<file path="src/rtl/ac3_acc_ctrl_pkg.sv">
// Shared types and width helpers for the AC3 accumulator path.
// Used by the controller, the AC3 register and the adder tree.
package ac3_pkg;

    typedef enum logic [2:0] {
        IDLE,
        CLEAR,
        ACCUM,
        WAIT,
        DONE
    } state_t;

    function automatic int psum_w(input int m, input int pa, input int pw);
        return $clog2(m) + pa + pw + 1;
    endfunction

    // Headroom of clog2(mno) bits covers mno full-scale partial sums.
    function automatic int acc_w(input int m, input int pa, input int pw, input int mno);
        return $clog2(m) + pa + pw + $clog2(mno) + 1;
    endfunction

    function automatic int cnt_w(input int mno);
        return $clog2(mno + 1);
    endfunction

endpackage

</file>
<file path="src/rtl/ac3_acc_ctrl_if.sv">
// Partial-sum input stream and result output stream of the AC3 controller.
// master = upstream tree / downstream consumer side, slave = controller side.
interface ac3_acc_ctrl_if
    import ac3_pkg::*;
#(
    parameter int PSUM_W = psum_w(16, 8, 4),
    parameter int ACC_W  = acc_w(16, 8, 4, 288)
);
    logic signed [PSUM_W-1:0] psum;
    logic                     psum_valid;
    logic                     psum_ready;
    logic signed [ACC_W-1:0]  res;
    logic                     res_valid;
    logic                     res_ready;

    modport master (
        output psum, psum_valid, res_ready,
        input  psum_ready, res, res_valid
    );

    modport slave (
        input  psum, psum_valid, res_ready,
        output psum_ready, res, res_valid
    );
endinterface

</file>
<file path="src/rtl/ac3_acc_ctrl_op_cnt.sv">
// Operand counter for one job: sync clear, increment enable, and a flag
// that is high when the next increment reaches the latched operand count.
module ac3_op_cnt #(
    parameter int CNT_W = 9
) (
    input  logic             clk,
    input  logic             rst,
    input  logic             clr,
    input  logic             inc,
    input  logic [CNT_W-1:0] limit,
    output logic             last
);
    logic [CNT_W-1:0] count;

    always_ff @(posedge clk) begin
        if (rst || clr) begin
            count <= '0;
        end else if (inc) begin
            count <= count + CNT_W'(1);
        end
    end

    assign last = (({1'b0, count} + (CNT_W + 1)'(1)) == {1'b0, limit});

endmodule

</file>
<file path="src/rtl/ac3_acc_ctrl.sv">
// AC3 accumulator sequencer: clears the register, folds accepted partial sums
// into it and hands the final sum out. Optional AC3_ACC_OVF_EN adds a sticky overflow flag.
//
// state | meaning
// IDLE  | waiting for start; acc_d forced to 0
// CLEAR | one-cycle register clear
// ACCUM | accepting psum beats until num_ops have been taken
// WAIT  | register captures the last write
// DONE  | res/res_valid held until res_ready
module ac3_acc_ctrl
    import ac3_pkg::*;
#(
    parameter int  M      = 16,
    parameter int  Pa     = 8,
    parameter int  Pw     = 4,
    parameter int  MNO    = 288,
    localparam int PSUM_W = psum_w(M, Pa, Pw),
    localparam int ACC_W  = acc_w(M, Pa, Pw, MNO),
    localparam int CNT_W  = cnt_w(MNO)
) (
    input  logic                    clk,
    input  logic                    rst,
    input  logic                    start,
    input  logic [CNT_W-1:0]        num_ops,
    input  logic signed [ACC_W-1:0] acc_q,
    output logic signed [ACC_W-1:0] acc_d,
    output logic                    acc_w_en,
    output logic                    acc_valid,
    output logic                    acc_cl_en,
    output logic                    busy,
    output logic                    err,
    output logic                    ovf,
    ac3_acc_ctrl_if.slave           bus
);
    state_t state, state_next;

    logic [CNT_W-1:0]        ops;
    logic                    cnt_clr;
    logic                    cnt_inc;
    logic                    cnt_last;
    logic                    reject;
    logic                    accept;
    logic signed [ACC_W-1:0] psum_ext;
    logic signed [ACC_W-1:0] sum;

    assign reject   = start && (num_ops > CNT_W'(MNO));
    assign accept   = start && !reject;
    assign psum_ext = {{(ACC_W - PSUM_W){bus.psum[PSUM_W-1]}}, bus.psum};
    assign sum      = acc_q + psum_ext;

    always_ff @(posedge clk) begin
        if (rst) begin
            state <= IDLE;
            ops   <= '0;
            err   <= 1'b0;
        end else begin
            state <= state_next;
            if (state == IDLE && accept) begin
                ops <= num_ops;
            end
            err <= (state == IDLE) && reject;
        end
    end

    ac3_op_cnt #(
        .CNT_W (CNT_W)
    ) u_op_cnt (
        .clk   (clk),
        .rst   (rst),
        .clr   (cnt_clr),
        .inc   (cnt_inc),
        .limit (ops),
        .last  (cnt_last)
    );

    always_comb begin
        state_next = state;
        acc_d      = acc_q;
        acc_w_en   = 1'b0;
        acc_cl_en  = 1'b0;
        cnt_clr    = 1'b0;
        cnt_inc    = 1'b0;
        case (state)
            IDLE: begin
                acc_d = '0;
                if (accept) begin
                    state_next = CLEAR;
                end
            end
            CLEAR: begin
                acc_cl_en  = 1'b1;
                cnt_clr    = 1'b1;
                state_next = (ops == '0) ? DONE : ACCUM;
            end
            ACCUM: begin
                if (bus.psum_valid) begin
                    acc_w_en = 1'b1;
                    acc_d    = sum;
                    cnt_inc  = 1'b1;
                    if (cnt_last) begin
                        state_next = WAIT;
                    end
                end
            end
            WAIT: begin
                state_next = DONE;
            end
            DONE: begin
                if (bus.res_ready) begin
                    state_next = IDLE;
                    cnt_clr    = 1'b1;
                end
            end
            default: begin
                state_next = IDLE;
            end
        endcase
    end

    assign acc_valid      = acc_w_en;
    assign busy           = (state != IDLE);
    assign bus.psum_ready = (state == ACCUM);
    assign bus.res_valid  = (state == DONE);
    assign bus.res        = (state == DONE) ? acc_q : '0;

`ifdef AC3_ACC_OVF_EN
    logic ovf_flag;

    // Two's-complement overflow: same operand signs, result sign differs.
    always_ff @(posedge clk) begin
        if (rst || acc_cl_en) begin
            ovf_flag <= 1'b0;
        end else if (acc_w_en && (acc_q[ACC_W-1] == psum_ext[ACC_W-1])
                     && (sum[ACC_W-1] != acc_q[ACC_W-1])) begin
            ovf_flag <= 1'b1;
        end
    end

    assign ovf = ovf_flag;
`else
    assign ovf = 1'b0;
`endif

endmodule

</file>
<file path="src/flat_wrapper.sv">
// flat-port wrapper written by rule: the top's interface ports become plain ports
module ac3_acc_ctrl_flat import ac3_pkg::*;
#(
    parameter int  M      = 16,
    parameter int  Pa     = 8,
    parameter int  Pw     = 4,
    parameter int  MNO    = 288,
    localparam int PSUM_W = psum_w(M, Pa, Pw),
    localparam int ACC_W  = acc_w(M, Pa, Pw, MNO),
    localparam int CNT_W  = cnt_w(MNO)
)
  (clk, rst, start, num_ops, acc_q, acc_d, acc_w_en, acc_valid, acc_cl_en, busy, err, ovf, bus_psum, bus_psum_valid, bus_res_ready, bus_psum_ready, bus_res, bus_res_valid);
  ac3_acc_ctrl_if bus_i ();
  input  logic clk;
  input  logic rst;
  input  logic start;
  input  logic [CNT_W-1:0] num_ops;
  input  logic signed [ACC_W-1:0] acc_q;
  output logic signed [ACC_W-1:0] acc_d;
  output logic acc_w_en;
  output logic acc_valid;
  output logic acc_cl_en;
  output logic busy;
  output logic err;
  output logic ovf;
  input wire logic [$bits(bus_i.psum)-1:0] bus_psum;
  input wire logic [$bits(bus_i.psum_valid)-1:0] bus_psum_valid;
  input wire logic [$bits(bus_i.res_ready)-1:0] bus_res_ready;
  output wire logic [$bits(bus_i.psum_ready)-1:0] bus_psum_ready;
  output wire logic [$bits(bus_i.res)-1:0] bus_res;
  output wire logic [$bits(bus_i.res_valid)-1:0] bus_res_valid;
  assign bus_i.psum = bus_psum;
  assign bus_i.psum_valid = bus_psum_valid;
  assign bus_i.res_ready = bus_res_ready;
  assign bus_psum_ready = bus_i.psum_ready;
  assign bus_res = bus_i.res;
  assign bus_res_valid = bus_i.res_valid;
  ac3_acc_ctrl #(.M(M), .Pa(Pa), .Pw(Pw), .MNO(MNO)) u_core (.clk(clk), .rst(rst), .start(start), .num_ops(num_ops), .acc_q(acc_q), .acc_d(acc_d), .acc_w_en(acc_w_en), .acc_valid(acc_valid), .acc_cl_en(acc_cl_en), .busy(busy), .err(err), .ovf(ovf), .bus(bus_i));
endmodule
</file>
<file path="config.mk">
export PLATFORM = sky130hd
export DESIGN_NAME = ac3_acc_ctrl_flat
export DESIGN_NICKNAME = d
export VERILOG_FILES = /design/src/rtl/ac3_acc_ctrl_pkg.sv /design/src/rtl/ac3_acc_ctrl_if.sv /design/src/rtl/ac3_acc_ctrl_op_cnt.sv /design/src/rtl/ac3_acc_ctrl.sv /design/src/flat_wrapper.sv
export SDC_FILE = /design/constraint.sdc
export NUM_CORES = 1
export LEC_CHECK = 0
export ABC_AREA = 1
export CORE_ASPECT_RATIO = 1.25
export CORE_UTILIZATION = 35
export CTS_CLUSTER_DIAMETER = 100
export DETAILED_ROUTE_END_ITERATION = 12
export PLACE_DENSITY = 0.65
export REMOVE_ABC_BUFFERS = 1
export SYNTH_ARGS = -nofsm -noshare
export SYNTH_HDL_FRONTEND = slang
export SYNTH_SLANG_ARGS = --single-unit
</file>
<file path="constraint.sdc">
create_clock -name clk -period 2.7 [get_ports clk]
set_input_delay 0.27 -clock clk [delete_from_list [all_inputs] [get_ports clk]]
set_output_delay 0.27 -clock clk [all_outputs]
set_load 0.01 [all_outputs]
</file>
### Word-level counts from Yosys, hierarchy flattened

Index checks and enable logic that the tools add are counted.

| word-level totals | value |
|---|---|
| register bits after elaboration | 22 |
| input bits | 57 |
| logic and storage cells | 41 |
| output and inout bits | 60 |

| operators by class | value |
|---|---|
| reductions and logical operators | 10 |
| muxes and demuxes | 14 |
| add/sub/neg operators | 3 |
| equal/unequal tests | 9 |
| order comparisons | 1 |

Operators by type and width:

| cell | count |
|---|---|
| 26-bit 2-to-1 mux | 2 |
| 26-bit one-hot mux with 2 select lines | 1 |
| 26-bit by 17-bit adder with 26-bit output | 1 |
| 3-bit 2-to-1 mux | 5 |
| 3-bit one-hot mux with 5 select lines | 1 |
| 9-bit by 1-bit adder with 10-bit output, second input constant | 1 |
| 10-bit by 9-bit equality test with 1-bit output | 1 |
| 9-bit by 1-bit adder with 9-bit output, second input constant | 1 |
| 9-bit > comparator, second input constant | 1 |
| 9-bit zero test | 1 |
| 3-bit by 2-bit equality test with 1-bit output, second input constant | 2 |
| 1-bit logical AND | 4 |
| 1-bit 2-to-1 mux | 4 |
| 2-bit by 1-bit != test with 1-bit output, second input constant | 2 |
| 2-bit != test, second input constant | 2 |
| 4-bit AND reduction | 1 |
| 3-bit by 1-bit equality test with 1-bit output, second input constant | 1 |
| 3-bit equality test, second input constant | 1 |
| 3-bit zero test | 1 |
| 3-bit nonzero test | 1 |
| 1-bit one-hot mux with 2 select lines | 1 |
| 1-bit zero test | 1 |
| 1-bit logical OR | 1 |

### Longest topological paths before layout

| logic depth | value |
|---|---|
| depth after elaboration | 6 |
| depth in mapped cells | 14 |
| mapped depth without buffers | 14 |

### Modules after synthesis

A second synthesis with hierarchy kept.

| second synthesis, totals | value |
|---|---|
| cell total of the unflattened synthesis | 708 |
| area, all modules | 3671.0 µm² |

Modules (own cells, without submodules):

| module | seq. area each (µm²) | area each (µm²) | cells each | times used |
|---|---|---|---|---|
| ac3_acc_ctrl | 260.2 | 2909.0 | 584 | 1 |
| ac3_op_cnt | 180.2 | 762.0 | 124 | 1 |

### Worst setup path after synthesis

OpenSTA, ideal clock, no wires.

| path | value |
|---|---|
| path type | input -> output |
| start point | input port bus_psum[0] |
| end point | output port acc_d[12] |
| arrival time | 1764 ps |
| data required time | 2430 ps |
| stages on the path | 12 |
| setup slack | 666 ps |
| buffers on the path | 0 |
| path through | ha_1 inv_1 fa_1 inv_1 nand3_1 nor2_1 nor2_2 o21ai_2 nand2_1 nand2_1 nor2_1 o21ai_1 |

| between the ends | value |
|---|---|
| word-level cells in the longest chain between the ends | 3 |

RTL lines:

| item | line | source |
|---|---|---|
| from (decl) | flat_wrapper.sv:26 | `input wire logic [$bits(bus_i.psum)-1:0] bus_psum;` |
| 26-bit by 17-bit adder with 26-bit output | ac3_acc_ctrl.sv:49 | `assign sum = acc_q + psum_ext;` |
| 26-bit 2-to-1 mux | ac3_acc_ctrl.sv:96 | `if (bus.psum_valid) begin` |
| 26-bit one-hot mux with 2 select lines | ac3_acc_ctrl.sv:83 | `case (state)` |
| to (decl) | flat_wrapper.sv:19 | `output logic signed [ACC_W-1:0] acc_d;` |

Every way passes these cells.

### Final worst setup path

| path | value |
|---|---|
| start point | input port acc_q[2] |
| end point | output port acc_d[5] |

| between the ends | value |
|---|---|
| word-level cells in the longest chain between the ends | 3 |

RTL lines:

| item | line | source |
|---|---|---|
| from (decl) | flat_wrapper.sv:18 | `input logic signed [ACC_W-1:0] acc_q;` |
| 26-bit by 17-bit adder with 26-bit output | ac3_acc_ctrl.sv:49 |  |
| 26-bit 2-to-1 mux | ac3_acc_ctrl.sv:96 |  |
| 26-bit one-hot mux with 2 select lines | ac3_acc_ctrl.sv:83 |  |

Every way passes these cells.

==> impl_results.md <==
* Outcome: completed
* Commonest non-fill, non-tap cell in the layout: sky130_fd_sc_hd__nand2_1
* Clock buffer count from CTS at 3
* Die area at 0.00967 mm²
* Setup repair after global routing missed its margin: true
* Number of antenna violations at the first check in global routing at 0
* Post-route fraction of the period consumed by the critical path at 99.9%
* LEAKAGE at 2.64 nW
* Complex-gate fraction of the synthesized area at 20.7%
* Vias per std cell at 4.90
* Setup-violating endpoint count in the final report at 0
* Rel. slew slack at 63.7%
* Post-synthesis simple-gate area fraction at 39.7%
* Hold WS at 0.492 ns
* Final number of max-transition violations at 0
* Number of primary I/O pins at 117
* Clock tree from TritonCTS: built
* Final hold violation count at 0
* Final weighted congestion of routability-driven global placement at 0.883
* Global route overflow at 0
* Setup skew after layout at 0.00482 ns
* Pwr Total at 0.00269 W
* Mux cell area share after synthesis at 0%
* Required time at the worst-slack endpoint at 2.43 ns
* Area growth, synth to finish at 69.7%
* Count of yosys warnings during synthesis at 0
* DPL Wire Length at 9.08 mm
* Final routed DRC violation total at 0
* Root cell of the clock tree: sky130_fd_sc_hd__clkbuf_8
* First-iteration detailed-routing DRC count at 121
* Vias in the first global route at 4279
* Dominant combinational cell family by area after synthesis: simple AND/OR/NAND/NOR gates
* Worst voltage drop across the vdd grid at 0.000468 V
* Prevailing post-synth register cell: sky130_fd_sc_hd__dfxtp_1
* Effective utilization at floorplan at 36.7%
* Area share of fa/ha/maj cells after synthesis at 10.6%
* Xor/xnor cell area share of the yosys netlist at 2.12%
* Post-synth EDFFs at 0
* Leading cell types in the layout, fill and taps excluded: 137 x sky130_fd_sc_hd__nand2_1, 90 x sky130_fd_sc_hd__clkdlybuf4s50_1, 88 x sky130_fd_sc_hd__inv_1, 78 x sky130_fd_sc_hd__nor2_1, 68 x sky130_fd_sc_hd__buf_4
* Area of the multi-input gates at 0.00280 mm²
* Synth Instances at 597
* # rows at 38
* Clock transition at the register clock pins on the worst setup and hold paths after CTS at 0.09 ns
* Global routing usage summed across all routing layers at 24.1%
* First-pass iteration count of the detailed router at 4
* Post-route non-filler standard cell count at 898
* Level count of the clock H-tree at 1
* Critical Path Source Type: input port
* Max_cap viols at 0
* Final Instance Area at 0.00551 mm²
* Worst setup path category: in -> out
* Net count reported at finish at 863
* Final wirelength at 11.6 mm
* Floorplan Core Area at 0.00884 mm²
* FF+latch count, synth at 22
* Number of cells after detailed placement at 889
* Critical path peak fanout at 4
* Final min period at 2.70 ns
* Final Util at 62.3%
* Average wire length per cell after detail routing at 12.9 µm
* Type of destination of the critical path: output pin
* Die height at 110 µm
* Detailed-route via count at 4399
* Global-route wire length before repair at 18.7 mm
* Hold_buf cts at 0
* Maximum number of buffers from clock root to sink at 2
* Share of cells above drive strength 1 at 22.4%
* Clk_lat worst skew at 0.27 ns
* Part of the Yosys area used for sequential elements at 13.6%
* Sequential cell area at 440 µm²
* Number of antenna cells inserted at 0
* Horiz. Die Dim at 88.1 µm
* Class of the most critical hold timing path: reg -> reg
* Largest net degree at the start of global routing at 29
* CTS sink count at 22
* Post-placement cell area at 0.00501 mm²
* Final-layout fill cell count at 887
* Number of buffer cells added on primary ports at 115
* Post-synthesis average cell area at 5.44 µm²
* Post-Synthesis Cell Area at 0.00325 mm²
* Pwr dens at 488 mW/mm²
* Count of different cell masters after synthesis at 35
* Arrival time reported for the critical path endpoint at 2.43 ns
* Share of synthesized registers carrying an async set or reset at 0%
* Slew at the pin closest to its max-slew limit at 0.544 ns
* Upper clock frequency limit at 371 MHz
* Post-detailed-route count of antenna-violating nets at 0
==> synthesized netlist by cell type, types with 2 or more instances <==
library cell | n | area share [%]
sky130_fd_sc_hd__a21boi_0 | 3 | 0.69
sky130_fd_sc_hd__a21o_1 | 4 | 0.92
sky130_fd_sc_hd__a21oi_1 | 45 | 6.9
sky130_fd_sc_hd__buf_1 | 2 | 0.23
sky130_fd_sc_hd__buf_2 | 3 | 0.46
sky130_fd_sc_hd__buf_4 | 4 | 0.92
sky130_fd_sc_hd__clkbuf_1 | 2 | 0.23
sky130_fd_sc_hd__dfxtp_1 | 22 | 14
sky130_fd_sc_hd__ha_1 | 26 | 10
sky130_fd_sc_hd__inv_1 | 90 | 10
sky130_fd_sc_hd__inv_2 | 8 | 0.92
sky130_fd_sc_hd__nand2_1 | 147 | 17
sky130_fd_sc_hd__nand3_1 | 38 | 5.9
sky130_fd_sc_hd__nand4_1 | 9 | 1.7
sky130_fd_sc_hd__nor2_1 | 91 | 11
sky130_fd_sc_hd__nor2_2 | 5 | 0.96
sky130_fd_sc_hd__nor2_4 | 2 | 0.69
sky130_fd_sc_hd__nor3_1 | 9 | 1.4
sky130_fd_sc_hd__nor3_2 | 2 | 0.62
sky130_fd_sc_hd__o21ai_0 | 48 | 7.4
sky130_fd_sc_hd__o21ai_1 | 5 | 0.77
sky130_fd_sc_hd__o21bai_1 | 5 | 1.2
sky130_fd_sc_hd__o22ai_1 | 11 | 2.1
sky130_fd_sc_hd__xnor2_1 | 2 | 0.54
sky130_fd_sc_hd__xor2_1 | 4 | 1.1
==> worst max-delay path, stage by stage <==
cell	delay [ns]
sky130_fd_sc_hd__clkdlybuf4s50_1	0.47
sky130_fd_sc_hd__ha_4	0.31
sky130_fd_sc_hd__nand2_1	0.06
sky130_fd_sc_hd__buf_4	0.13
sky130_fd_sc_hd__nand3_1	0.09
sky130_fd_sc_hd__buf_4	0.13
sky130_fd_sc_hd__nand2_1	0.06
sky130_fd_sc_hd__nand2_1	0.06
sky130_fd_sc_hd__o21ai_0	0.09
sky130_fd_sc_hd__o22ai_1	0.17
sky130_fd_sc_hd__clkdlybuf4s50_1	0.57
==> through the flow <==
step / TNS [ns] / worst slack, ns
after floorplan: 0 / 0.459
after global placement: -6.19 / -0.448
after detailed placement: -6.53 / -0.470
after CTS: 0 / 0.00102
after global routing: -0.615 / -0.101
final: 0 / 0.00321
==> where the power goes <==
group / total, W / internal (W) / switching [W]
sequential: 0.000465 / 0.000396 / 0.0000693
combinational: 0.00191 / 0.000862 / 0.00105
clock: 0.000315 / 0.000198 / 0.000116
total: 0.00269 / 0.00146 / 0.00123
==> flip-flops by register name, summed over array words and instances, names as in the netlist <==
name,flops
u_core.err,1
u_core.ops,9
u_core.u_op_cnt.count,9
u_core.state,3
==> final timing paths <==
kind / start / endpoint / slack [ns] / cells after the start
setup / recovery: acc_q[2] / acc_d[5] / 0.003 / 11
setup reg to reg: u_core.state[1]$_SDFFE_PP0P_ / u_core.u_op_cnt.count[5]$_SDFFE_PP0P_ / 0.80 / 8
hold reg to reg: u_core.ops[3]$_SDFFE_PP0P_ / u_core.ops[3]$_SDFFE_PP0P_ / 0.49 / 2
hold / removal: u_core.ops[3]$_SDFFE_PP0P_ / u_core.ops[3]$_SDFFE_PP0P_ / 0.49 / 2
==> metal layers <==
layer	part of all wire, %	vias up	global-route usage, %
met1	41	1998	26.1
met3	3.3	17	1.88
met4	1.9	0	7.49
li1	-	2295	-
met2	53	89	48.3
met5	0	-	0
==> logic make-up (layout without fill, tap and decap cells) <==
family,after synthesis,after routing
AND/OR/NAND/NOR,307,307
other,1,1
XOR/XNOR,7,7
buffers and inverters,109,290
flip-flops,22,22
adder cells (fa/ha/maj),27,27
AO/OA/AOI/OAI,124,124
==> what timing repair did <==
item,in CTS,in global routing
resized for setup,78,65
endpoints found under the hold margin,0,0
pin swaps,10,11
buffers inserted,4,1
cloned,0,0
endpoints found under the setup margin,21,23
==> area by class of cell <==
class	instances	area share (%)
flip-flops and latches	22	7.99
repair buffers	188	30.4
clock buffers	3	0.749
clock inverters	1	0.545
well taps	120	2.73
inverters	98	6.68
multi-input cells	466	50.9
(Power assumes the default switching activity.)
